[src/rtl/tdm_pkg.sv]
// Shared constants and FSM encoding for the 16-channel TDM demultiplexer.
package tdm_pkg;
  localparam int unsigned NCH   = 16;
  localparam int unsigned SEL_W = 4;

  typedef enum logic {
    StHunt = 1'b0,
    StLock = 1'b1
  } state_e;
endpackage

[src/rtl/demux1to16.sv]
// One-hot write-enable decode: exactly one bit of en_o is set when en is high.
module demux1to16
  import tdm_pkg::*;
(
  input  logic             en,
  input  logic [SEL_W-1:0] sel,
  output logic [NCH-1:0]   en_o
);

  always_comb begin
    en_o = '0;
    if (en) en_o[sel] = 1'b1;
  end

endmodule

[src/rtl/tdm_demux16.sv]
// Serial 16-channel TDM demultiplexer: hunts for frame_sync, locks, and
// publishes each complete frame on q with a one-cycle frame_valid pulse.
module tdm_demux16
  import tdm_pkg::*;
#(
  parameter bit SYNC_CHECK = 1'b1
) (
  input  logic             clk,
  input  logic             rst,
  input  logic             din,
  input  logic             din_valid,
  input  logic             frame_sync,
  output logic [NCH-1:0]   q,
  output logic             frame_valid,
  output logic [SEL_W-1:0] ch,
  output logic             locked,
  output logic             sync_err
);

  state_e           state_q, state_d;
  logic [SEL_W-1:0] ch_q, ch_d;
  logic [NCH-1:0]   shadow_q, shadow_d;
  logic [NCH-1:0]   wr_onehot;
  logic [SEL_W-1:0] wr_sel;
  logic             wr_en;
  logic             fv_d;
  logic             err_d;

  demux1to16 u_demux (
    .en   (wr_en),
    .sel  (wr_sel),
    .en_o (wr_onehot)
  );

  always_comb begin
    state_d = state_q;
    ch_d    = ch_q;
    wr_en   = 1'b0;
    wr_sel  = ch_q;
    fv_d    = 1'b0;
    err_d   = 1'b0;
    if (din_valid) begin
      unique case (state_q)
        StHunt: begin
          if (frame_sync) begin
            wr_en   = 1'b1;
            wr_sel  = '0;
            ch_d    = SEL_W'(1);
            state_d = StLock;
          end
        end
        StLock: begin
          if (frame_sync) begin
            // A sync away from channel 0 restarts the frame; stale shadow bits
            // are overwritten before the next channel-15 load.
            err_d  = (ch_q != '0);
            wr_en  = 1'b1;
            wr_sel = '0;
            ch_d   = SEL_W'(1);
          end else if ((ch_q == '0) && SYNC_CHECK) begin
            err_d   = 1'b1;
            state_d = StHunt;
          end else begin
            wr_en = 1'b1;
            ch_d  = ch_q + SEL_W'(1);
            fv_d  = (ch_q == SEL_W'(NCH - 1));
          end
        end
      endcase
    end
  end

  assign shadow_d = (shadow_q & ~wr_onehot) | ({NCH{din}} & wr_onehot);

  always_ff @(posedge clk or posedge rst) begin
    if (rst) begin
      state_q     <= StHunt;
      ch_q        <= '0;
      shadow_q    <= '0;
      q           <= '0;
      frame_valid <= 1'b0;
      sync_err    <= 1'b0;
    end else begin
      state_q     <= state_d;
      ch_q        <= ch_d;
      shadow_q    <= shadow_d;
      frame_valid <= fv_d;
      sync_err    <= err_d;
      if (fv_d) q <= {din, shadow_q[NCH-2:0]};
    end
  end

  assign ch     = ch_q;
  assign locked = (state_q == StLock);

endmodule

[config.mk]
export PLATFORM = sky130hd
export DESIGN_NAME = tdm_demux16
export DESIGN_NICKNAME = d
export VERILOG_FILES = /design/src/rtl/tdm_pkg.sv /design/src/rtl/demux1to16.sv /design/src/rtl/tdm_demux16.sv
export SDC_FILE = /design/constraint.sdc
export NUM_CORES = 1
export LEC_CHECK = 0
export ABC_CLOCK_PERIOD_IN_PS = 3000
export BUFFER_PORTS_ARGS = -buffer_cell sky130_fd_sc_hd__clkbuf_2
export CAP_MARGIN = 20
export CELL_PAD_IN_SITES_DETAIL_PLACEMENT = 0
export CELL_PAD_IN_SITES_GLOBAL_PLACEMENT = 1
export CORE_MARGIN = 5
export CORE_UTILIZATION = 45
export CTS_CLUSTER_SIZE = 28
export DETAILED_ROUTE_END_ITERATION = 8
export PLACE_DENSITY = 0.86
export SKIP_CTS_REPAIR_TIMING = 1
export SYNTH_ARGS = -nofsm -noshare
export SYNTH_HDL_FRONTEND = slang
export SYNTH_SLANG_ARGS = --single-unit
export TNS_END_PERCENT = 10
[constraint.sdc]
create_clock -name clk -period 3 [get_ports clk]
set_input_delay 0.6 -clock clk [delete_from_list [all_inputs] [get_ports clk]]
set_output_delay 0.6 -clock clk [all_outputs]
set_load 0.01 [all_outputs]
==> results of run 1 <==
routing by layer:
layer  track usage  share of wire  up-vias
li1              -              -      524
met1         0.162           0.46      537
met2         0.203           0.46       30
met3        0.0429          0.065        2
met4        0.0205         0.0065        0
met5             0              0        -
where the power goes:
group / leakage, nW / internal [mW] / switching [mW]
registers: 0.513 / 0.589 / 0.0977
clock network: 0.0482 / 0.185 / 0.163
logic: 0.483 / 0.137 / 0.152
kinds of logic (layout without fill, tap and decap cells):
family | count (synthesis) | in the layout
buffers and inverters | 15 | 42
AO/OA/AOI/OAI | 10 | 10
adder cells (fa/ha/maj) | 3 | 3
flip-flops | 38 | 38
AND/OR/NAND/NOR | 34 | 34
multiplexers | 32 | 32
tightest hold or removal path: cells and delay by family:
family   cells  cell delay (ns)
buf+inv      3             0.52
metrics by stage:
| step | worst slack [ns] | hold WS, ns | util | power (mW) | instance area [um2] |
|---|---|---|---|---|---|
| after floorplan | 0.707 | 0.475 | - | 0.915 | 1750 |
| after global placement | 0.665 | 0.486 | 0.509 | 0.972 | 1890 |
| after detailed placement | 0.562 | 0.493 | 0.509 | 0.991 | 1890 |
| after CTS | 0.548 | 0.414 | 0.534 | 1.34 | 1980 |
| after global routing | 0.353 | 0.452 | 0.534 | 1.41 | 1980 |
| final | 0.554 | 0.402 | 0.534 | 1.32 | 1980 |
worst paths after layout:
kind,to,slack [ns],cells past startpoint
max,flip-flop,0.55,7
min,q[4],0.40,3
max reg2reg,flip-flop,0.55,7
min reg2reg,q[0],0.50,1
max in group asynchronous,ch[2],2.27,3
min in group clk,q[0],0.50,1
cells in the final DEF, fill, tap and decap left out, types with 3 or more instances in the layout:
| cell type | n |
|---|---|
| nand3_1 | 8 |
| inv_1 | 6 |
| ha_1 | 3 |
| dfrtp_1 | 38 |
| nor2b_1 | 4 |
| nand4_1 | 6 |
| mux2_2 | 22 |
| nand2_1 | 3 |
| clkbuf_8 | 6 |
| clkbuf_2 | 27 |
| mux2_4 | 9 |
| nor2_1 | 4 |
Yosys cell counts, drive strengths merged:
master   count
a21oi        1
a22o         1
a31oi        1
a32o         1
and3b        1
and4         1
and4bb       1
buf          8
clkbuf       1
dfrtp       38
ha           3
inv          6
mux2        31
mux2i        1
nand2        3
nand3        8
nand4        7
nor2         4
nor2b        4
nor3         2
nor3b        2
o2111ai      1
o211ai       1
o21a         1
o21ai        2
o21bai       1
or4          1
final cells by class:
class / count / area [um2]
fill: 337 / 1730
multi-input combinational: 79 / 716
inverter: 6 / 22.5
clock buffer: 7 / 86.3
sequential: 38 / 951
clock inverter: 1 / 5.00
timing repair buffer: 28 / 143
tap: 48 / 60.1
==> results.sh, run 1 <==
export IMPL_cts_buffers=5
export IMPL_grt_pass1_vias=1115
export IMPL_synth_area_leaders="dfrtp_1 54%, mux2_2 14%, mux2_4 7.7%"
export IMPL_grt_overflow_total=0
export IMPL_cp_start_kind="flip-flop"
export IMPL_grt_total_usage=0.124
export IMPL_cpPeakStageDelay_ns=0.50
export IMPL_routed_via_density=5.28
export IMPL_htreeDepth=2
export IMPL_synth_compound_area_frac=0.0407
export IMPL_clockBufferDepth=2
export IMPL_drc=0
export IMPL_grt_pass1_wl_um=5140
export IMPL_synth_simple_gate_area_frac=0.122
export IMPL_place_gp_congestion=0.809
export IMPL_ir_worst_vdd_uv=456
export IMPL_synth_top_area_frac=0.543
export IMPL_timing_rr_start="ch[0]"
export IMPL_coreArea_mm2=0.00372
export IMPL_fin_skew_ns=0.00477
export IMPL_diodes=0
export IMPL_wl_per_cell_um=14.2
export IMPL_power_per_cell_area_mw_per_mm2=668
export IMPL_synthMuxAreaShare=0.224
export IMPL_status="finished clean"
export IMPL_cts_sinks=38
export IMPL_min_period_ns=2.45
export IMPL_relSlewSlack=0.694
export IMPL_antenna_found_initial=0
export IMPL_grt_setup_unrepaired="no"
export IMPL_ys_seq_area_frac=0.543
export IMPL_clkSlewWorstSetupHoldPaths_ns=0.07
export IMPL_yosysWarnings=0
export IMPL_numPortBuffers=27
export IMPL_synth_fa_ha_area_frac=0.0214
export IMPL_finalNonFillerCells=207
export IMPL_worstMarginPinSlew_ns=0.459
export IMPL_crit_arrival_ns=2.61
export IMPL_cap_violations=0
export IMPL_avgSynthCellArea_um2=13.3
export IMPL_wirelength_um=2940
export IMPL_crit_top_cell="ha_1"
export IMPL_io_pin_count=28
export IMPL_crit_start="ch[0]"
export IMPL_dieHeight_um=72.4
export IMPL_worst_path_buf_inv=1
export IMPL_synth_xor_area_frac=0
export IMPL_dieArea_mm2=0.00524
export IMPL_path_cells="inv_1, ha_1, nor3b_1, ha_1, and4bb_1, nand4_1, mux2_2"
export IMPL_grt_max_degree=39
export IMPL_synth_top_family_by_area="multiplexers"
export IMPL_setup_viol=0
export IMPL_power_leakage_nw=1.04
export IMPL_syn_num_nets=140
export IMPL_dieWidth_um=72.4
export IMPL_synthDistinctLibCells=30
export IMPL_cts_tree="done"
export IMPL_drt_iter0_drc=33
export IMPL_start_util=0.471
export IMPL_dp_cells=199
export IMPL_clk_latency_ns=0.28
export IMPL_root_buffer="clkbuf_8"
export IMPL_slew_viol_final=0
export IMPL_layout_nets=166
export IMPL_endpoint_kind="flip-flop"
export IMPL_slowest_stage="dfrtp_1"
export IMPL_finalHoldViolCount=0
export IMPL_crit_type="flip-flop to flip-flop"
export IMPL_path_delay_family="simple AND/OR/NAND/NOR gates"
export IMPL_hold_class="input pin to async pin"
export IMPL_ant_nets=0
export IMPL_max_freq_mhz=409
export IMPL_path_max_fanout=13
export IMPL_row_count=22
export IMPL_dpl_hpwl_um=2140
export IMPL_synthToLayoutAreaGrowth_pct=13.2
export IMPL_vias=1093
export IMPL_fin_setup_tns_ns=0
export IMPL_fin_crit_sh=0.815
export IMPL_dr_pass1_iters=6
export IMPL_syn_instance_count=132
export IMPL_drive_above_1_share=0.428
export IMPL_crit_required_ns=3.16
export IMPL_netlist_area_mm2=0.00175
export IMPL_synth_area_leader_cell="dfrtp_1"
export IMPL_synth_seq_cells=38
Power figures use the tool's default switching activity.
==> inputs of run 2 (changes only) <==
--- a/config.mk
+++ b/config.mk
@@ -5,16 +5,16 @@
 export SDC_FILE = /design/constraint.sdc
 export NUM_CORES = 1
 export LEC_CHECK = 0
-export ABC_CLOCK_PERIOD_IN_PS = 3000
+export ABC_CLOCK_PERIOD_IN_PS = 2200
 export BUFFER_PORTS_ARGS = -buffer_cell sky130_fd_sc_hd__clkbuf_2
 export CAP_MARGIN = 20
 export CELL_PAD_IN_SITES_DETAIL_PLACEMENT = 0
 export CELL_PAD_IN_SITES_GLOBAL_PLACEMENT = 1
 export CORE_MARGIN = 5
-export CORE_UTILIZATION = 45
+export CORE_UTILIZATION = 40
 export CTS_CLUSTER_SIZE = 28
 export DETAILED_ROUTE_END_ITERATION = 8
-export PLACE_DENSITY = 0.86
+export PLACE_DENSITY = 0.82
 export SKIP_CTS_REPAIR_TIMING = 1
 export SYNTH_ARGS = -nofsm -noshare
 export SYNTH_HDL_FRONTEND = slang
==> constraint.sdc (replaced) <==
create_clock -name clk -period 2.2 [get_ports clk]
set_input_delay 0.44 -clock clk [delete_from_list [all_inputs] [get_ports clk]]
set_output_delay 0.44 -clock clk [all_outputs]
set_load 0.01 [all_outputs]
==> run 2 against run 1 <==
Effect of this change:
- clock skew is 0.0019 ns lower
- setup slack worse by 0.44 ns
- die area is 11% higher
- count of clock-buffer cells in the layout is 2 lower
- critical path depth stayed put
- critical path type unchanged
- highest routed layer unchanged
==> results.sh, run 2 (synthesis gave the netlist of run 1 again) <==
export IMPL_status="finished clean"
export IMPL_hold_class="input pin to async pin"
export IMPL_cap_violations=0
export IMPL_dpl_hpwl_um=2260
export IMPL_worstMarginPinSlew_ns=0.471
export IMPL_wirelength_um=3180
export IMPL_relSlewSlack=0.686
export IMPL_synthToLayoutAreaGrowth_pct=17.0
export IMPL_crit_arrival_ns=2.25
export IMPL_vias=1128
export IMPL_grt_max_degree=39
export IMPL_endpoint_kind="flip-flop"
export IMPL_postPlaceCellArea_mm2=0.00193
export IMPL_grt_setup_unrepaired="no"
export IMPL_fin_setup_tns_ns=0
export IMPL_root_buffer="clkbuf_8"
export IMPL_wl_per_cell_um=14.8
export IMPL_htreeDepth=2
export IMPL_io_pin_count=28
export IMPL_grt_overflow_total=0
export IMPL_cts_tree="done"
export IMPL_crit_start="ch[0]"
export IMPL_crit_required_ns=2.37
export IMPL_grt_pass1_wl_um=5620
export IMPL_path_cells="inv_1, ha_1, nor3b_4, ha_2, and4bb_2, nand4_1, mux2_2"
export IMPL_clkSlewWorstSetupHoldPaths_ns=0.07
export IMPL_setup_viol=0
export IMPL_dieArea_mm2=0.00580
export IMPL_crit_type="flip-flop to flip-flop"
export IMPL_dieWidth_um=76.2
export IMPL_routed_via_density=5.25
export IMPL_place_gp_congestion=0.834
export IMPL_worst_path_stages=7
export IMPL_cpPeakStageDelay_ns=0.38
export IMPL_holdWs_ns=0.235
export IMPL_clockBufferDepth=2
export IMPL_finalHoldViolCount=0
export IMPL_slowest_stage="dfrtp_1"
export IMPL_dieHeight_um=76.2
export IMPL_min_period_ns=2.08
export IMPL_clk_latency_ns=0.29
export IMPL_layout_commonest_cell="dfrtp_1"
export IMPL_timing_rr_start="ch[0]"
export IMPL_ir_worst_vdd_uv=478
export IMPL_grt_pass1_vias=1183
export IMPL_worst_path_buf_inv=1
export IMPL_fin_skew_ns=0.00286
export IMPL_coreArea_mm2=0.00429
export IMPL_fillCellCount=411
export IMPL_grt_total_usage=0.121
export IMPL_final_area_mm2=0.00205
export IMPL_drive_above_1_share=0.466
export IMPL_layout_nets=170
export IMPL_ant_nets=0
export IMPL_max_freq_mhz=480
export IMPL_dr_pass1_iters=5
export IMPL_path_max_fanout=13
export IMPL_cp_start_kind="flip-flop"
export IMPL_fin_crit_sh=0.946
export IMPL_drt_iter0_drc=30
export IMPL_antenna_found_initial=0
export IMPL_r2r_slack_ns=0.12
export IMPL_start_util=0.408
export IMPL_drc=0
export IMPL_slew_viol_final=0
export IMPL_final_cell_mix="38 x dfrtp_1, 27 x clkbuf_2, 22 x mux2_2"
export IMPL_path_delay_family="simple AND/OR/NAND/NOR gates"
export IMPL_diodes=0
export IMPL_row_count=24
export IMPL_numPortBuffers=27
export IMPL_cts_sinks=38
export IMPL_power_leakage_nw=1.07
export IMPL_power_per_cell_area_mw_per_mm2=960
export IMPL_r2r_cells=7
export IMPL_cts_buffers=5
[run 2: routing by layer]
metal	global-route usage	wire [um]	vias up
met4	0.0559	67	0
met2	0.193	1620	30
li1	-	-	532
met5	0	0	-
met1	0.143	1320	560
met3	0.0473	170	6
[run 2: how the worst max path moves through the flow]
| stage | to | slack (ns) |
|---|---|---|
| final | flip-flop | 0.12 |
| after detailed placement | flip-flop | 0.11 |
| after global routing | flip-flop | 0.005 |
| after CTS | flip-flop | 0.05 |
| after global placement | flip-flop | 0.16 |
| after floorplan | flip-flop | 0.03 |
[run 2: per-stage QoR]
step           utilization  power (mW)  std cells  setup WS, ns
3_5_place_dp         0.450        1.40        207         0.113
2_1_floorplan            -        1.25        132        0.0350
5_1_grt              0.477        2.09        215       0.00541
4_1_cts              0.475        1.98        215        0.0480
6_report             0.477        1.97        215         0.118
3_3_place_gp         0.450        1.38        207         0.158
[run 2: power breakdown]
part | switching, mW | internal (mW)
Clock | 0.234 | 0.333
Combinational | 0.289 | 0.234
Sequential | 0.0724 | 0.805
[run 2: area by class of cell]
class | instances | area [um2] | area share
multi-input combinational | 79 | 729 | 0.356
clock inverter | 3 | 40.0 | 0.0195
clock buffer | 5 | 68.8 | 0.0336
inverter | 6 | 22.5 | 0.0110
sequential | 38 | 951 | 0.464
tap | 52 | 65.1 | 0.0317
timing repair buffer | 32 | 173 | 0.0842
[run 2: worst register-to-register path: cells and delay by family, from the launching register on]
family / cells / cell delay [ns]
DFF: 1 / 0.38
buffers and inverters: 1 / 0.10
adders and majority gates: 2 / 0.41
and+or+nand+nor: 3 / 0.73
muxes: 1 / 0.35
==> inputs of run 3 (changes only) <==
--- a/config.mk
+++ b/config.mk
@@ -6,7 +6,7 @@
 export NUM_CORES = 1
 export LEC_CHECK = 0
 export ABC_CLOCK_PERIOD_IN_PS = 2200
-export BUFFER_PORTS_ARGS = -buffer_cell sky130_fd_sc_hd__clkbuf_2
+export BUFFER_PORTS_ARGS = -buffer_cell sky130_fd_sc_hd__buf_2
 export CAP_MARGIN = 20
 export CELL_PAD_IN_SITES_DETAIL_PLACEMENT = 0
 export CELL_PAD_IN_SITES_GLOBAL_PLACEMENT = 1
==> run 3 against run 2 <==
Effect of this change:
- sequential share of layout area rose by 0.11 points
- clock skew barely moved
- combinational power barely moved
- worst hold slack improved by 0.019 ns
- maximum frequency rose by 0.42%
- global-route usage fell by 0.081 points
- register-to-register slack barely moved
- first-iteration DRC count rose by 40%
==> results.sh, run 3 (synthesis gave the netlist of run 1 again) <==
export IMPL_status="finished clean"
export IMPL_power_frac_comb=0.267
export IMPL_cap_violations=0
export IMPL_dieWidth_um=76.2
export IMPL_numPortBuffers=27
export IMPL_dp_cells=207
export IMPL_clk_latency_ns=0.28
export IMPL_drc=0
export IMPL_crit_type="flip-flop to flip-flop"
export IMPL_p_seq_frac=0.449
export IMPL_clockBufferDepth=2
export IMPL_busiest_layer="met2"
export IMPL_seq_area_um2=951
export IMPL_diodes=0
export IMPL_ant_nets=0
export IMPL_cpPeakStageDelay_ns=0.38
export IMPL_crit_start="ch[0]"
export IMPL_relSlewSlack=0.690
export IMPL_path_delay_family="simple AND/OR/NAND/NOR gates"
export IMPL_grtUsageMet3=0.0390
export IMPL_start_util=0.408
export IMPL_layout_nets=170
export IMPL_power_per_cell_area_mw_per_mm2=958
export IMPL_dieHeight_um=76.2
export IMPL_io_pin_count=28
export IMPL_ir_worst_vdd_uv=420
export IMPL_vias=1149
export IMPL_coreArea_mm2=0.00429
export IMPL_worst_path_buf_inv=1
export IMPL_antenna_found_initial=0
export IMPL_clkSlewWorstSetupHoldPaths_ns=0.07
export IMPL_cp_start_kind="flip-flop"
export IMPL_fillCellCount=404
export IMPL_place_gp_congestion=0.868
export IMPL_final_cell_mix="38 x dfrtp_1, 27 x buf_2, 22 x mux2_2"
export IMPL_worstMarginPinSlew_ns=0.465
export IMPL_fin_setup_tns_ns=0
export IMPL_fin_skew_ns=0.00297
export IMPL_grt_pass1_wl_um=5660
export IMPL_cts_tree="done"
export IMPL_grt_overflow_total=0
export IMPL_drt_iter0_drc=42
export IMPL_multi_input_area_um2=727
export IMPL_power_leakage_nw=1.09
export IMPL_grt_setup_unrepaired="no"
export IMPL_min_period_ns=2.07
export IMPL_slew_viol_final=0
export IMPL_total_power_mw=1.96
export IMPL_setup_viol=0
export IMPL_dr_pass1_iters=4
export IMPL_pwr_share_clk=0.285
export IMPL_globalRouteMet1Util=0.133
export IMPL_drive_above_1_share=0.448
export IMPL_dp_slack_ns=0.0726
export IMPL_wirelength_um=3190
export IMPL_grt_total_usage=0.120
export IMPL_timing_rr_start="ch[0]"
export IMPL_fin_util=0.476
export IMPL_grt_max_degree=39
export IMPL_crit_arrival_ns=2.24
export IMPL_fin_crit_sh=0.942
export IMPL_dpl_hpwl_um=2300
export IMPL_finalHoldViolCount=0
export IMPL_dieArea_mm2=0.00580
export IMPL_endpoint_kind="flip-flop"
export IMPL_routed_via_density=5.34
export IMPL_switching_share=0.298
export IMPL_grt_pass1_vias=1191
export IMPL_layout_commonest_cell="dfrtp_1"
export IMPL_wl_per_cell_um=14.8
export IMPL_htreeDepth=2
export IMPL_root_buffer="clkbuf_8"
export IMPL_synthToLayoutAreaGrowth_pct=16.7
export IMPL_path_cells="inv_1, ha_1, nor3b_4, ha_1, and4bb_2, nand4_1, mux2_2"
export IMPL_crit_required_ns=2.36
export IMPL_setup_slack_ns=0.127
export IMPL_cts_buffers=5
export IMPL_p_sw_uw=583
export IMPL_use_met2=0.208
export IMPL_hold_class="input pin to async pin"
export IMPL_finalNonFillerCells=215
export IMPL_slowest_stage="dfrtp_1"
export IMPL_crit_top_cell="ha_1"
export IMPL_row_count=24
export IMPL_max_freq_mhz=482
export IMPL_cts_sinks=38
export IMPL_internal_power_mw=1.38
export IMPL_path_max_fanout=13
## run 3: cell count changes in the layout (fill, tap and decap cells not counted), sizes merged
cell	change
buf	+27
clkbuf	-25
clkinv	-2
## run 3: final timing paths
kind,to,slack (ns),cells after the start
max,flip-flop,0.13,7
min,q[4],0.25,3
max reg2reg,flip-flop,0.13,7
min reg2reg,q[7],0.51,1
max in group asynchronous,ch[3],1.62,3
min in group clk,locked,0.47,2
## run 3: stage by stage
step	cell area (um2)	hold slack, ns
6_report	2040	0.254
4_1_cts	2040	0.268
5_1_grt	2040	0.284
2_1_floorplan	1760	0.475
3_5_place_dp	1930	0.492
3_3_place_gp	1930	0.485
## run 3: layout make-up
class                   count  area share
flip-flops and latches     38       0.465
well taps                  52      0.0318
clock buffers               7      0.0373
repair buffers             32      0.0845
clock inverters             1      0.0147
inverters                   6      0.0110
multi-input cells          79       0.356
## run 3: power by group through the flow
stage | Sequential, mW | Clock, mW | Combinational [mW]
finish | 0.879 | 0.558 | 0.522
global route | 0.894 | 0.610 | 0.587
CTS | 0.878 | 0.580 | 0.519
global placement | 0.883 | 0 | 0.495
floorplan | 0.898 | 0 | 0.354
detailed placement | 0.893 | 0 | 0.517
## run 3: per-layer routing
layer / wire length, um / share of wire
met5: 0 / 0
met4: 63 / 0.020
met3: 172 / 0.054
met2: 1620 / 0.51
met1: 1340 / 0.42
## run 3: worst register-to-register path, cell delays in order (launching register included)
cell	delay (ns)
dfrtp_1	0.38
inv_1	0.09
ha_1	0.16
nor3b_4	0.24
ha_1	0.25
and4bb_2	0.35
nand4_1	0.14
mux2_2	0.35
